===== config.mk =====
export PLATFORM = sky130hd
export DESIGN_NAME = n_clic_hw_flat
export DESIGN_NICKNAME = d
export VERILOG_FILES = /design/src/rtl/n_clic_hw_pkg.sv /design/src/rtl/n_clic_hw_if.sv /design/src/rtl/n_clic_hw.sv /design/src/flat_wrapper.sv
export SDC_FILE = /design/constraint.sdc
export NUM_CORES = 1
export LEC_CHECK = 0
export ABC_AREA = 1
export ABC_CLOCK_PERIOD_IN_PS = 55400
export CAP_MARGIN = 15
export CORE_MARGIN = 1.5
export CORE_UTILIZATION = 40
export DETAILED_ROUTE_END_ITERATION = 7
export SLEW_MARGIN = 20
export SYNTH_ARGS = -nofsm -noshare
export SYNTH_HDL_FRONTEND = slang
export SYNTH_SLANG_ARGS = --single-unit

===== constraint.sdc =====
create_clock -name clk -period 55.4 [get_ports clk]
set_clock_uncertainty 0.05 [all_clocks]
set_input_delay 16.62 -clock clk [delete_from_list [all_inputs] [get_ports clk]]
set_output_delay 16.62 -clock clk [all_outputs]
set_load 0.005 [all_outputs]

===== src/rtl/n_clic_hw_pkg.sv =====
// Shared types for the n_clic_hw interrupt controller.
//   csr_op_t : CSR instruction flavour, encoded like funct3 of csrr*.
//              Bit 2 selects the immediate form (rs1_zimm instead of rs1_data).
//              Bits [1:0] select write / set / clear.
package n_clic_hw_pkg;

  typedef enum logic [2:0] {
    CSR_NONE = 3'b000,
    CSR_RW   = 3'b001,
    CSR_RS   = 3'b010,
    CSR_RC   = 3'b011,
    CSR_RWI  = 3'b101,
    CSR_RSI  = 3'b110,
    CSR_RCI  = 3'b111
  } csr_op_t;

endpackage


===== src/rtl/n_clic_hw_if.sv =====
// CSR access bus between the core's CSR stage and n_clic_hw.
//   csr_enable : CSR instruction valid this cycle
//   csr_addr   : 12-bit CSR address
//   rs1_zimm   : 5-bit immediate for csrr*i
//   rs1_data   : 32-bit register operand
//   csr_op     : write / set / clear, register or immediate form
//   csr_out    : read data of the addressed CSR, zero-extended
//
// Handshake: csr_enable is the valid strobe and there is no ready; the
// controller accepts every access in the cycle it is presented. csr_out is
// combinational from csr_addr in that same cycle and shows the value before
// the write, which lands at the next clock edge.
interface n_clic_hw_if;
  import n_clic_hw_pkg::*;

  logic        csr_enable;
  logic [11:0] csr_addr;
  logic [4:0]  rs1_zimm;
  logic [31:0] rs1_data;
  csr_op_t     csr_op;
  logic [31:0] csr_out;

  modport master (
    output csr_enable, csr_addr, rs1_zimm, rs1_data, csr_op,
    input  csr_out
  );

  modport slave (
    input  csr_enable, csr_addr, rs1_zimm, rs1_data, csr_op,
    output csr_out
  );

endinterface


===== src/rtl/n_clic_hw.sv =====
// n_clic_hw: nested vectored interrupt controller for the Hippomenes core.
// Sits beside fetch and redirects the PC on interrupt entry, tail chaining
// and return (pc_in all-ones marks a return).
//   clk, reset : core clock, asynchronous active-high reset
//   csr        : CSR access bus (slave side)
//   irq_in     : hardware interrupt lines, synchronous to clk
//   pc_in      : next PC from the core
//   pc_out     : possibly redirected PC
//   level_out  : current stack depth
//   int_taken  : an entry or tail-chain redirect happens this cycle
// Entry CSR k: bit0 pended, bit1 enabled, bit2 edge, bits[PrioWidth+2:3] prio.
module n_clic_hw
  import n_clic_hw_pkg::*;
#(
  parameter int VecSize        = 16,
  parameter int PrioLevels     = 8,
  parameter int IMemAddrWidth  = 12,
  parameter int VecCsrBase     = 'hb00,
  parameter int EntryCsrBase   = 'hb20,
  parameter int MIntThreshAddr = 'h347,
  parameter int StackDepthAddr = 'h350,
  localparam int PrioWidth     = $clog2(PrioLevels)
) (
  input  logic                     clk,
  input  logic                     reset,
  n_clic_hw_if.slave               csr,
  input  logic [VecSize-1:0]       irq_in,
  input  logic [IMemAddrWidth-1:0] pc_in,
  output logic [IMemAddrWidth-1:0] pc_out,
  output logic [PrioWidth-1:0]     level_out,
  output logic                     int_taken
);

  localparam int IdxW = (VecSize > 1) ? $clog2(VecSize) : 1;
  localparam int VecW = IMemAddrWidth - 2;
  localparam logic [IMemAddrWidth-1:0] RetMarker = '1;

  // Architectural state
  logic [VecSize-1:0]       irq_q;
  logic [VecSize-1:0]       pend_q;
  logic [VecSize-1:0]       en_q;
  logic [VecSize-1:0]       edge_q;
  logic [PrioWidth-1:0]     prio_q [VecSize];
  logic [VecW-1:0]          vec_q  [VecSize];
  logic [PrioWidth-1:0]     threshold_q;
  logic [PrioWidth-1:0]     level_q;
  // One slot more than can ever be used so the top index never leaves range.
  logic [IMemAddrWidth-1:0] stk_addr [PrioLevels];
  logic [PrioWidth-1:0]     stk_prio [PrioLevels];

  // CSR datapath
  logic                     wr_en;
  logic [31:0]              operand;
  logic [31:0]              rdata;
  logic [31:0]              wdata;
  logic                     thr_wr;
  logic [VecSize-1:0]       vec_wr;
  logic [VecSize-1:0]       ent_wr;
  logic                     unused_wdata;

  // Arbitration / events
  logic [VecSize-1:0]       pend_eff;
  logic [VecSize-1:0]       pend_next;
  logic                     is_ret;
  logic [PrioWidth-1:0]     top_idx;
  logic [IMemAddrWidth-1:0] top_addr;
  logic [PrioWidth-1:0]     top_prio;
  logic [PrioWidth-1:0]     arb_thr;
  logic                     found;
  logic [IdxW-1:0]          win_idx;
  logic [PrioWidth-1:0]     win_prio;
  logic                     take;
  logic                     do_push;
  logic                     do_pop;
  logic                     hw_thr;
  logic [PrioWidth-1:0]     thr_hw_val;
  logic                     stack_full;

  // Level sources mirror the sampled line; edge sources use the latched bit.
  assign pend_eff   = (edge_q & pend_q) | (~edge_q & irq_q);
  assign level_out  = level_q;
  assign stack_full = (level_q == PrioWidth'(PrioLevels - 1));
  assign csr.csr_out = rdata;
  assign unused_wdata = ^wdata[31:VecW];

  // ---------------------------------------------------------------- CSR read
  always_comb begin
    rdata  = '0;
    thr_wr = 1'b0;
    vec_wr = '0;
    ent_wr = '0;
    if (csr.csr_addr == 12'(MIntThreshAddr)) begin
      rdata  = 32'(threshold_q);
      thr_wr = wr_en;
    end
    if (csr.csr_addr == 12'(StackDepthAddr)) begin
      rdata = 32'(level_q);
    end
    for (int k = 0; k < VecSize; k++) begin
      if (csr.csr_addr == 12'(VecCsrBase + k)) begin
        rdata     = 32'(vec_q[k]);
        vec_wr[k] = wr_en;
      end
      if (csr.csr_addr == 12'(EntryCsrBase + k)) begin
        rdata     = 32'({prio_q[k], edge_q[k], en_q[k], pend_eff[k]});
        ent_wr[k] = wr_en;
      end
    end
  end

  // --------------------------------------------------------------- CSR write
  always_comb begin
    wr_en   = csr.csr_enable && (csr.csr_op != CSR_NONE);
    operand = (csr.csr_op inside {CSR_RWI, CSR_RSI, CSR_RCI}) ?
              {27'b0, csr.rs1_zimm} : csr.rs1_data;
    case (csr.csr_op)
      CSR_RW, CSR_RWI: wdata = operand;
      CSR_RS, CSR_RSI: wdata = rdata | operand;
      CSR_RC, CSR_RCI: wdata = rdata & ~operand;
      default:         wdata = rdata;
    endcase
  end

  // ------------------------------------------------------------- arbitration
  // On a return, a pending source only needs to beat the priority of the
  // context we would otherwise pop back to (tail chaining).
  always_comb begin
    is_ret   = (pc_in == RetMarker);
    top_idx  = level_q - 1'b1;
    top_addr = stk_addr[top_idx];
    top_prio = stk_prio[top_idx];
    arb_thr  = (is_ret && level_q != '0) ? top_prio : threshold_q;
    found    = 1'b0;
    win_idx  = '0;
    win_prio = '0;
    // Strict '>' keeps the lowest index on a priority tie.
    for (int k = 0; k < VecSize; k++) begin
      if (en_q[k] && pend_eff[k] && (prio_q[k] > arb_thr) &&
          (!found || prio_q[k] > win_prio)) begin
        found    = 1'b1;
        win_idx  = IdxW'(k);
        win_prio = prio_q[k];
      end
    end
  end

  // ------------------------------------------------------------------ events
  always_comb begin
    pc_out     = pc_in;
    int_taken  = 1'b0;
    take       = 1'b0;
    do_push    = 1'b0;
    do_pop     = 1'b0;
    hw_thr     = 1'b0;
    thr_hw_val = threshold_q;
    if (!is_ret) begin
      if (found) begin
        pc_out     = {vec_q[win_idx], 2'b00};
        int_taken  = 1'b1;
        take       = 1'b1;
        do_push    = 1'b1;
        hw_thr     = 1'b1;
        thr_hw_val = win_prio;
      end
    end else if (level_q != '0) begin
      if (found) begin
        // Tail chain: stay at this depth, just switch handler.
        pc_out     = {vec_q[win_idx], 2'b00};
        int_taken  = 1'b1;
        take       = 1'b1;
        hw_thr     = 1'b1;
        thr_hw_val = win_prio;
      end else begin
        pc_out     = top_addr;
        do_pop     = 1'b1;
        hw_thr     = 1'b1;
        thr_hw_val = top_prio;
      end
    end
    // A return with an empty stack falls through: pc passes, nothing changes.
  end

  // Edge pend: software value first, then entry clear, then a hardware edge,
  // so a rising edge always survives a same-cycle clear.
  always_comb begin
    pend_next = pend_q;
    for (int k = 0; k < VecSize; k++) begin
      if (ent_wr[k])                        pend_next[k] = wdata[0];
      if (take && win_idx == IdxW'(k))      pend_next[k] = 1'b0;
      if (irq_in[k] && !irq_q[k])           pend_next[k] = 1'b1;
      if (!edge_q[k])                       pend_next[k] = 1'b0;
    end
  end

  // ---------------------------------------------------------------- registers
  always_ff @(posedge clk or posedge reset) begin
    if (reset) begin
      irq_q       <= '0;
      pend_q      <= '0;
      en_q        <= '0;
      edge_q      <= '0;
      threshold_q <= '0;
      level_q     <= '0;
      for (int k = 0; k < VecSize; k++) begin
        prio_q[k] <= '0;
        vec_q[k]  <= '0;
      end
      for (int s = 0; s < PrioLevels; s++) begin
        stk_addr[s] <= '0;
        stk_prio[s] <= '0;
      end
    end else begin
      irq_q  <= irq_in;
      pend_q <= pend_next;
      for (int k = 0; k < VecSize; k++) begin
        if (vec_wr[k]) vec_q[k] <= wdata[VecW-1:0];
        if (ent_wr[k]) begin
          en_q[k]   <= wdata[1];
          edge_q[k] <= wdata[2];
          prio_q[k] <= wdata[PrioWidth+2:3];
        end
      end
      // Hardware threshold update wins over a same-cycle CSR write.
      if (hw_thr)      threshold_q <= thr_hw_val;
      else if (thr_wr) threshold_q <= wdata[PrioWidth-1:0];
      if (do_push && !stack_full) begin
        stk_addr[level_q] <= pc_in;
        stk_prio[level_q] <= threshold_q;
        level_q           <= level_q + 1'b1;
      end
      if (do_pop) level_q <= level_q - 1'b1;
    end
  end

  // Priorities strictly increase per push, so overflow means a broken
  // threshold sequence; the push is dropped.
  assert property (@(posedge clk) disable iff (reset) !(do_push && stack_full));

endmodule


===== src/flat_wrapper.sv =====
// flat-port wrapper written by rule: the top's interface ports become plain ports
module n_clic_hw_flat import n_clic_hw_pkg::*;
#(
  parameter int VecSize        = 16,
  parameter int PrioLevels     = 8,
  parameter int IMemAddrWidth  = 12,
  parameter int VecCsrBase     = 'hb00,
  parameter int EntryCsrBase   = 'hb20,
  parameter int MIntThreshAddr = 'h347,
  parameter int StackDepthAddr = 'h350,
  localparam int PrioWidth     = $clog2(PrioLevels)
)
  (clk, reset, irq_in, pc_in, pc_out, level_out, int_taken, csr_csr_enable, csr_csr_addr, csr_rs1_zimm, csr_rs1_data, csr_csr_op, csr_csr_out);
  n_clic_hw_if csr_i ();
  input  logic clk;
  input  logic reset;
  input  logic [VecSize-1:0] irq_in;
  input  logic [IMemAddrWidth-1:0] pc_in;
  output logic [IMemAddrWidth-1:0] pc_out;
  output logic [PrioWidth-1:0] level_out;
  output logic int_taken;
  input wire logic [$bits(csr_i.csr_enable)-1:0] csr_csr_enable;
  input wire logic [$bits(csr_i.csr_addr)-1:0] csr_csr_addr;
  input wire logic [$bits(csr_i.rs1_zimm)-1:0] csr_rs1_zimm;
  input wire logic [$bits(csr_i.rs1_data)-1:0] csr_rs1_data;
  input wire logic [$bits(csr_i.csr_op)-1:0] csr_csr_op;
  output wire logic [$bits(csr_i.csr_out)-1:0] csr_csr_out;
  assign csr_i.csr_enable = csr_csr_enable;
  assign csr_i.csr_addr = csr_csr_addr;
  assign csr_i.rs1_zimm = csr_rs1_zimm;
  assign csr_i.rs1_data = csr_rs1_data;
  assign csr_i.csr_op = csr_csr_op;
  assign csr_csr_out = csr_i.csr_out;
  n_clic_hw #(.VecSize(VecSize), .PrioLevels(PrioLevels), .IMemAddrWidth(IMemAddrWidth), .VecCsrBase(VecCsrBase), .EntryCsrBase(EntryCsrBase), .MIntThreshAddr(MIntThreshAddr), .StackDepthAddr(StackDepthAddr)) u_core (.clk(clk), .reset(reset), .csr(csr_i), .irq_in(irq_in), .pc_in(pc_in), .pc_out(pc_out), .level_out(level_out), .int_taken(int_taken));
endmodule

==> results.sh <==
export IMPL_status="finished, final reports clean"
export IMPL_met3_length_um=6970
export IMPL_diodes=0
export IMPL_rows=92
export IMPL_wirelength_um=94900
export IMPL_required_ps=38730
export IMPL_fin_nets=3862
export IMPL_layout_common_cells="801 x nand2_1, 489 x nor2_1, 397 x dfrtp_1"
export IMPL_clock_sinks=398
export IMPL_synth_warnings=0
export IMPL_critPathMaxStageDelay_ps=590
export IMPL_avgSynthCellArea_um2=6.97
export IMPL_worst_path_most_repeated_cell="nand2_1"
export IMPL_dieArea_mm2=0.0653
export IMPL_fp_coreArea_mm2=0.0631
export IMPL_htree_num_levels=2
export IMPL_vias=25800
export IMPL_wl_met2_um=42800
export IMPL_yosysUniqueCellTypes=53
export IMPL_antenna_found_initial=1
export IMPL_die_w_um=255
export IMPL_grt_pass1_wl_um=144000
export IMPL_route_detailed_drc=0
export IMPL_async_reset_ff_share_pct=100
export IMPL_cts_made_buffers=48
export IMPL_hpwl_um=66500
export IMPL_ys_seq_area_share_pct=39.1
export IMPL_synthesis_area_mm2=0.0255
export IMPL_finalSetupTns_ps=0
export IMPL_drv_cap=0
export IMPL_cts_root_buffer="clkbuf_16"
export IMPL_ant_nets=0
export IMPL_cts_tree="built"
export IMPL_power_frac_clock_pct=48.8
export IMPL_hold_viol=0
export IMPL_synth_edf_count=0
export IMPL_critPathMaxFanout=30
export IMPL_via_per_inst=5.60
export IMPL_leakagePower_nw=13.8
export IMPL_syn_to_final_growth_pct=14.3
export IMPL_p_int_mw=0.499
export IMPL_maxSlewHeadroom_pct=26.6
export IMPL_drv_slew=0
export IMPL_gp_congestion=0.934
export IMPL_finalCritPeriodShare_pct=97.3
export IMPL_comb_power_share_pct=7.2
export IMPL_critical_path_slowest_cell="clkdlybuf4s50_1"
export IMPL_globalRouteOverflowTotal=0
export IMPL_wl_per_cell_um=20.6
export IMPL_path_class="in2out"
export IMPL_end_kind="primary output"
export IMPL_drt_met1_wl_um=40500
export IMPL_dr_max_layer_used="met5"
export IMPL_clock_latency_ps=620
export IMPL_grt_pass1_vias=24200
export IMPL_start_util_pct=40.4
export IMPL_powerDensity_mw_per_mm2=23.1
export IMPL_final_common_cell="nand2_1"
export IMPL_ctsHoldBuffers=0
export IMPL_ir_worst_vdd_uv=23.4
export IMPL_worstMarginPinSlew_ps=1100
export IMPL_io_buffers=86
export IMPL_critPathLaunchType="primary input"
export IMPL_ys_seq_elements=398
export IMPL_synth_flop_cell="dfrtp_1"
export IMPL_crit_arrival_ps=37230
export IMPL_drt_pass1_iterations=5
export IMPL_drive_gt1_share_pct=6.55
export IMPL_fin_ws_ps=1500
export IMPL_clk_path_buf_depth=3
export IMPL_clkSlewWorstSetupHoldPaths_ps=60
export IMPL_p_sw_share_pct=26.0
export IMPL_chipHeight_um=255
export IMPL_hp_class="reg2reg"
export IMPL_power_switching_mw=0.175
export IMPL_detail_route_iter0_violations=2793
export IMPL_grt_start_max_net_pins=154
export IMPL_post_route_min_period_ps=53900
export IMPL_seqPwrFrac_pct=44.0
export IMPL_syn_inst=3660
export IMPL_dp_slack_ps=291
export IMPL_grt_total_usage_pct=28.4
export IMPL_max_clock_freq_ghz=0.0186
export IMPL_finalSetupViolCount=0
export IMPL_ios=131
[layer usage]
metal,vias up,global-route usage (%)
met1,12100,38.0
li1,12400,-
met4,2,13.3
met2,1090,44.9
met3,249,4.34
met5,-,0
[power by group through the flow]
| stage | registers, mW | clock network (mW) | logic, mW |
|---|---|---|---|
| floorplan | 0.301 | 0 | 0.0265 |
| global placement | 0.301 | 0 | 0.0477 |
| detailed placement | 0.301 | 0 | 0.0480 |
| CTS | 0.296 | 0.334 | 0.0482 |
| global route | 0.296 | 0.344 | 0.0529 |
| finish | 0.296 | 0.329 | 0.0484 |
[cells by family (layout without fill, tap and decap cells)]
kind of cell | after synthesis | count (layout) | synth area share (%)
buffers and inverters | 588 | 664 | 9.16
AO/OA/AOI/OAI | 900 | 900 | 20.3
other | 1 | 22 | 0.0147
XOR/XNOR | 3 | 3 | 0.132
adder cells (fa/ha/maj) | 60 | 60 | 2.94
flip-flops | 398 | 398 | 39.1
AND/OR/NAND/NOR | 1699 | 1699 | 27.9
multiplexers | 11 | 11 | 0.437
[through the flow]
stage               cell area [µm²]  utilization, %  hold WS, ps  cells  power, mW
global route                  29200            46.2          447   4603      0.694
floorplan                     25600               -          398   3681      0.327
global placement              27400            43.4          410   4506      0.349
CTS                           29000            45.9          432   4594      0.679
detailed placement            27400            43.4          417   4506      0.349
finish                        29200            46.2          430   4603      0.674
[final timing paths]
path / start / endpoint / slack, ps / depth (start not counted)
setup / recovery: pc_in[6] / pc_out[5] / 1500 / 151
max in group asynchronous: reset / u_core.stk_addr[65] / 37180 / 3
hold reg to reg: u_core.stk_addr[14] / u_core.stk_addr[14] / 430 / 2
hold / removal: u_core.stk_addr[14] / u_core.stk_addr[14] / 430 / 2
min in group asynchronous: reset / u_core.en_q[1] / 16530 / 2
setup reg to reg: u_core.level_out[0] / u_core.pend_q[6] / 33910 / 154
[area by class of cell]
type / instances / area [µm²]
Sequential cell: 398 / 9960
Clock buffer: 70 / 1410
Multi-Input combinational cell: 2695 / 13400
Clock inverter: 18 / 201
Timing Repair Buffer: 160 / 1510
Tap cell: 846 / 1060
Fill cell: 6601 / 33900
Inverter: 416 / 1570
[worst max-delay path, delay by kind of cell]
family,cells,cell delay (ps)
AND/OR/NAND/NOR,81,7770
adder cells (fa/ha/maj),16,5040
AO/OA/AOI/OAI,35,5240
buffers and inverters,19,2550
[sequential cells by signal, summed over array words and instances, names as in the netlist]
name	cells
u_core.vec_q	160
u_core.stk_addr	96
u_core.prio_q	48
u_core.stk_prio	24
u_core.edge_q	16
u_core.en_q	16
u_core.irq_q	16
u_core.pend_q	16
u_core.level_out	3
u_core.threshold_q	3
[timing repair]
item	4_1_cts	5_1_grt
setup buffers	0	8
setup endpoints to repair	0	10
gates resized for setup	0	40
[cell usage after synthesis (3+ instances only)]
| cell | number | share of area, % |
|---|---|---|
| o21ai_0 | 370 | 7.3 |
| inv_1 | 395 | 5.8 |
| nand3_1 | 243 | 4.8 |
| o311ai_0 | 5 | 0.17 |
| a21oi_1 | 284 | 5.6 |
| buf_2 | 22 | 0.43 |
| clkbuf_1 | 122 | 1.8 |
| clkinv_1 | 11 | 0.16 |
| mux2i_1 | 10 | 0.39 |
| ha_1 | 60 | 2.9 |
| o32ai_1 | 5 | 0.17 |
| o211ai_1 | 67 | 2.0 |
| nand4_1 | 52 | 1.3 |
| buf_1 | 3 | 0.044 |
| o221ai_1 | 30 | 1.0 |
| nand2_2 | 16 | 0.39 |
| nand2_1 | 806 | 12 |
| or2_2 | 11 | 0.27 |
| a32oi_1 | 4 | 0.14 |
| a221oi_1 | 21 | 0.72 |
| o21ai_1 | 24 | 0.47 |
| nor4_1 | 5 | 0.12 |
| o21bai_1 | 4 | 0.12 |
| o2111ai_1 | 44 | 1.5 |
| o22ai_1 | 25 | 0.61 |
| nand2_4 | 7 | 0.31 |
| inv_2 | 10 | 0.15 |
| dfrtp_1 | 398 | 39 |
| a22oi_1 | 4 | 0.12 |
| nand3_2 | 11 | 0.43 |
| a31oi_1 | 4 | 0.098 |
| nor2_1 | 493 | 7.3 |
| buf_4 | 23 | 0.68 |
| nor3_1 | 45 | 0.88 |
No activity file was read; power rests on OpenSTA's default activity.
